### src/rtl/proc_pkg.sv
// Shared processor constants and types used by the data memory,
// instruction memory and register file.
package proc_pkg;

  localparam int DATA_W     = 32;
  localparam int ADDR_W     = 32;
  localparam int DMEM_DEPTH = 64;

  typedef logic [31:0] word_t;

endpackage : proc_pkg

### src/rtl/data_memory.sv
// Word-organised data RAM for the MEM stage.
// - Reads are combinational.
// - Writes are synchronous.
// - Asynchronous reset reloads an image where word i holds i.
module data_memory
  import proc_pkg::*;
#(
  parameter int DATA_W = proc_pkg::DATA_W,
  parameter int ADDR_W = proc_pkg::ADDR_W,
  parameter int DEPTH  = proc_pkg::DMEM_DEPTH
) (
  input  logic              clk,
  input  logic              rst_n,
  input  logic              write,
  input  logic [ADDR_W-1:0] address,
  input  logic [DATA_W-1:0] write_data,
  output logic [DATA_W-1:0] read_data
);

  localparam int IDX_W = $clog2(DEPTH);

  logic [DATA_W-1:0] mem_q [DEPTH];
  logic [IDX_W-1:0]  word_idx;
  logic [ADDR_W-1:0] addr_hi;
  logic              in_range;
  logic              wr_en_d;

  // The two low address bits select a byte inside the word, so they are dropped.
  // Any set bit above the word index means the access is out of range.
  // Out-of-range accesses never alias onto a stored word.
  always_comb begin
    word_idx = address[2+IDX_W-1:2];
    addr_hi  = address >> (IDX_W + 2);
    in_range = ~|addr_hi;
    wr_en_d  = write & in_range;
  end

  // Combinational read of the current array contents.
  // Out-of-range addresses read as zero.
  always_comb begin
    read_data = '0;
    if (in_range) begin
      read_data = mem_q[word_idx];
    end
  end

  // While reset is low, load the identity image and block writes.
  // Otherwise, perform an in-range store on the rising edge.
  always_ff @(posedge clk or negedge rst_n) begin
    if (!rst_n) begin
      for (int i = 0; i < DEPTH; i++) begin
        mem_q[i] <= DATA_W'(i);
      end
    end else if (wr_en_d) begin
      mem_q[word_idx] <= write_data;
    end
  end

endmodule : data_memory

### config.mk
export PLATFORM = sky130hd
export DESIGN_NAME = data_memory
export DESIGN_NICKNAME = d
export VERILOG_FILES = /design/src/rtl/proc_pkg.sv /design/src/rtl/data_memory.sv
export SDC_FILE = /design/constraint.sdc
export NUM_CORES = 2
export LEC_CHECK = 0
export ABC_AREA = 0
export BUFFER_PORTS_ARGS = -buffer_cell sky130_fd_sc_hd__buf_2
export CAP_MARGIN = 20
export CORE_MARGIN = 1.5
export CORE_UTILIZATION = 63
export DETAILED_ROUTE_END_ITERATION = 6
export PLACE_DENSITY = 0.85
export SLEW_MARGIN = 20
export SYNTH_ARGS = -nofsm -noshare
export SYNTH_HDL_FRONTEND = slang
export SYNTH_SLANG_ARGS = --single-unit
### constraint.sdc
create_clock -name clk -period 2.85 [get_ports clk]
set_input_delay 0.285 -clock clk [delete_from_list [all_inputs] [get_ports clk]]
set_output_delay 0.285 -clock clk [all_outputs]
set_load 0.005 [all_outputs]
After elaboration in Yosys (flattened, before gate mapping)
Cells that the tools add are included.
{"block": "op_classes", "n_addsub": 0, "order_cmp": 2, "bitwise": 2, "n_div": 0, "muxes": 7, "n_mul": 0, "n_eq_ne": 0, "reduce_logical": 3, "shifts": 0}
{"cell": "bitwise mux 2048 bit", "count": 1}
{"cell": "binary-select mux 32 bit (select 6 bit)", "count": 1}
{"cell": "demux 32 bit (select 6 bit)", "count": 1}
{"cell": "2-to-1 mux 32 bit", "count": 4}
{"cell": "OR reduction 24 bit", "count": 1}
{"cell": "greater-or-equal comparator 7 bit, second input constant", "count": 1}
{"cell": "< comparator 7 x 1 -> 1 bit, second input constant", "count": 1}
{"cell": "NOT 6 -> 7 bit", "count": 1}
{"cell": "bitwise AND 1 bit", "count": 1}
{"cell": "logical AND 1 bit", "count": 1}
{"cell": "logical NOT 1 bit", "count": 1}
{"block": "totals", "word_cells": 78, "inputBits": 67, "mem_count": 0, "ff_bits": 2048, "latch_bits": 0, "romBits": 0, "output_inout_bits": 32, "ram_bits": 0}

Depth between registers and ports, before layout
{"block": "depth", "depth_word": 6, "mapped_depth": 10, "depth_no_buf": 5}

Worst setup path after synthesis
No wires, ideal clock.
{"block": "synth_timing", "path_type": "input-to-output", "start": "input port address[3]", "end": "output port read_data[14]", "n_path_buf": 3, "path_stages": 8, "arrival_ns": 2.030, "required_ns": 2.565, "slack_ns": 0.535, "cell_sequence": "buf_2 buf_4 buf_2 mux4_2 nor2_1 a311oi_1 a2111oi_0 a41oi_1"}
{"block": "synth_between", "elab_chain_cells": 5}
{"item": "start: declaration", "line": "data_memory.sv:15", "rtl": "input logic [ADDR_W-1:0] address,"}
{"item": "NOT 6 -> 7 bit (implied by the code)", "line": "data_memory.sv:43", "rtl": "read_data = mem_q[word_idx];"}
{"item": "binary-select mux 32 bit (select 6 bit)", "line": "data_memory.sv:43"}
{"item": "2-to-1 mux 32 bit (implied by the code) (2 in a row)", "line": "data_memory.sv:43"}
{"item": "2-to-1 mux 32 bit", "line": "data_memory.sv:42", "rtl": "if (in_range) begin"}
{"item": "end: declaration", "line": "data_memory.sv:17", "rtl": "output logic [DATA_W-1:0] read_data"}
No other way between the ends. The select of a mux whose other input is x is not followed.

Worst setup path after layout
{"block": "layout_timing", "start": "register mem_q[1959] in the netlist's numbering", "end": "output port read_data[7]"}
{"block": "layout_between", "elab_chain_cells": 4}
{"item": "start: declaration", "line": "data_memory.sv:22", "rtl": "logic [DATA_W-1:0] mem_q [DEPTH];"}
{"item": "start signal: indexed assignment", "line": "data_memory.sv:52", "rtl": "mem_q[i] <= DATA_W'(i);"}
{"item": "start signal: indexed assignment", "line": "data_memory.sv:55", "rtl": "mem_q[word_idx] <= write_data;"}
{"item": "binary-select mux 32 bit (select 6 bit)", "line": "data_memory.sv:43"}
{"item": "2-to-1 mux 32 bit (implied by the code) (2 in a row)", "line": "data_memory.sv:43"}
{"item": "2-to-1 mux 32 bit", "line": "data_memory.sv:42"}
No other way between the ends. The select of a mux whose other input is x is not followed.

==> out/metrics.csv <==
metric;value;unit
clockBufferDepth;3;
final_cell_mix;mux2_2, dfrtp_1, buf_4;
pre_cts_slack;-613;ps
status;complete, but fails checks;
powerDensity;537;nW/um2
synth_ff_type;dfrtp_1;
hold_path_end;mem_q[1564];
grt_pass1_vias;72000;
min_period;3560;ps
std_cell_rows;142;
largest_reg_flops;2048;
synth.distinct_cells;57;
synthArstFlopShare;100;%
worstMarginPinSlew;1040;ps
required;2570;ps
slew_headroom;30.2;%
peakVddDrop;0.790;mV
pin_count;99;
hp-class;input port to register;
drv_slew;0;
final_cells;9361;
hold_viol;0;
grt.total_usage;41.0;%
clock_latency;890;ps
core-area;149000;um2
netlist_instances;6902;
fin_nets;7228;
finalPower;59800;uW
n_fill_cell;7857;
seqCellArea;51500;um2
min-delay-start;write_data[28];
wl_met3;42900;um
final_layout_size_suffix_gt1_share;50.6;%
avgSynthCellArea;13.7;um2
setup_tns;-13500;ps
synthTopCellsByArea;dfrtp_1, mux2_2, dfstp_2;
vias;68300;
finClkSkew;0;ps
numPortBuffers;96;
timing.fmax;281;MHz
yosysWarnings;0;
final_common_cell;mux2_2;
p_leak;0.0519;uW
r2r-end;mem_q[1828];
grt_pass1_wl;466000;um
grt_max_degree;154;
syn_to_final_growth;17.7;%
firstDrtPassIters;7;
drc;46;
cap_violations;0;
ys_ff_latch;2048;
ys_seq_area_share;54.4;%
cts_buffers;197;
critPathLaunchType;register;
place_hpwl;186000;um
root_buffer;clkbuf_16;
crit_arrival;3270;ps
die_w;391;um
r2r_start;mem_q[1828];
clk_pin_slew;60;ps
place_congestion;0.949;
setup_viol;32;
multiInputGateArea;41800;um2
start_util;63.3;%
postSynthNetCount;6969;
ff2ff_setup_slack;1830;ps
netlist_area;94600;um2
cts_max_level;4;
antenna_found_initial;18;
fin_crit_sh;125;%
viasPerCell;7.30;
ant_nets;0;
dr.max_layer_used;met5;
reg_top3;mem_q x2048;
hold-path-cell-count;2;
layout_setup_ws;-706;ps
clock-sinks;2048;
route.met2.wl;138000;um
path_max_fanout;2;
drt_iter0_markers;8846;
dieHeight;391;um
failed_checks;design-rule violations, negative setup slack;
rsz0062_at_grt;yes;
ff2ff_path_depth;3;
yosysTopAreaCellShare;49.1;%
wl_met1;108000;um
end_kind;output pin;
path_class;register to output pin;
die-area;153000;um2
grt-ovfl-total;0;
top_register;mem_q;
place_inst;8976;
cts_tree;built;
finalWirelength;315000;um
wire_per_inst;33.6;um
synth_edf_count;0;
yosys.area.top_type;dfrtp_1;
## routing by layer
| metal | GRT usage, % | vias up |
|---|---|---|
| met5 | 0 | - |
| met4 | 28.7 | 18 |
| met3 | 13.9 | 1802 |
| met2 | 60.4 | 5284 |
| met1 | 51.1 | 35000 |
| li1 | - | 26200 |
## synthesized netlist by cell type, types with 62 or more instances
| cell | number |
|---|---|
| clkbuf_1 | 366 |
| mux4_2 | 112 |
| buf_4 | 62 |
| buf_2 | 278 |
| a31oi_1 | 91 |
| nand2_1 | 188 |
| nand2b_1 | 118 |
| nor2_1 | 69 |
| a41oi_1 | 86 |
| mux2_2 | 1969 |
| a22oi_1 | 336 |
| dfstp_2 | 192 |
| o21ai_0 | 72 |
| dfrtp_1 | 1856 |
| mux2i_1 | 142 |
| a21oi_1 | 94 |
| mux2_1 | 149 |
| a221oi_1 | 122 |
## through the flow
stage	hold WS (ps)	cell area [um2]	util, %
final	17.1	111000	74.5
after global routing	25.4	111000	74.5
after CTS	27.8	111000	74.2
after detailed placement	335	103000	68.8
after global placement	341	103000	68.8
after floorplan	-10.6	94600	-
## final cells by class
cell class | instances | share of cell area (%)
diodes | 11 | 0.0247
clock buffers | 311 | 5.29
clock inverters | 61 | 0.673
inverters | 4 | 0.0213
multi-input cells | 4090 | 37.6
flip-flops and latches | 2048 | 46.2
well taps | 2016 | 2.27
repair buffers | 820 | 7.91
## logic make-up (layout without fill, tap and decap cells)
group / count (synthesis) / in the layout / synth area share [%]
compound gates: 1039 / 1039 / 8.19
mux: 2372 / 2372 / 29.4
other cells: 0 / 11 / 0
flops: 2048 / 2048 / 54.4
buf+inv: 764 / 1196 / 3.67
simple gates: 679 / 679 / 4.36
## worst max-delay path by stage
stage / from / to / depth (start not counted)
3_3_place_gp: address[2] / read_data[18] / 11
5_1_grt: mem_q[1959] / read_data[7] / 5
4_1_cts: mem_q[1961] / read_data[9] / 5
6_report: mem_q[1959] / read_data[7] / 5
3_5_place_dp: address[2] / read_data[18] / 11
2_1_floorplan: address[3] / read_data[14] / 8
## critical path: stages (launching register included)
cell and delay, ps:
dfrtp_1 390, mux4_2 480, a22o_4 290, nor4_4 740, a41oi_2 300, buf_2 210
## repair_timing
action	4_1_cts	5_1_grt
endpoints found under the hold margin	278	0
hold buffers	3	0
buffers inserted	11	4
setup endpoints to repair	32	32
pin swaps	96	31
resized for setup	216	70
gates cloned	1	1
## where the power goes
| group | internal (uW) | leakage (uW) | switching (uW) |
|---|---|---|---|
| clock | 15200 | 0.00326 | 11900 |
| combinational | 1010 | 0.0207 | 2610 |
| sequential | 29100 | 0.0279 | 0.000513 |
(Power assumes the default switching activity.)
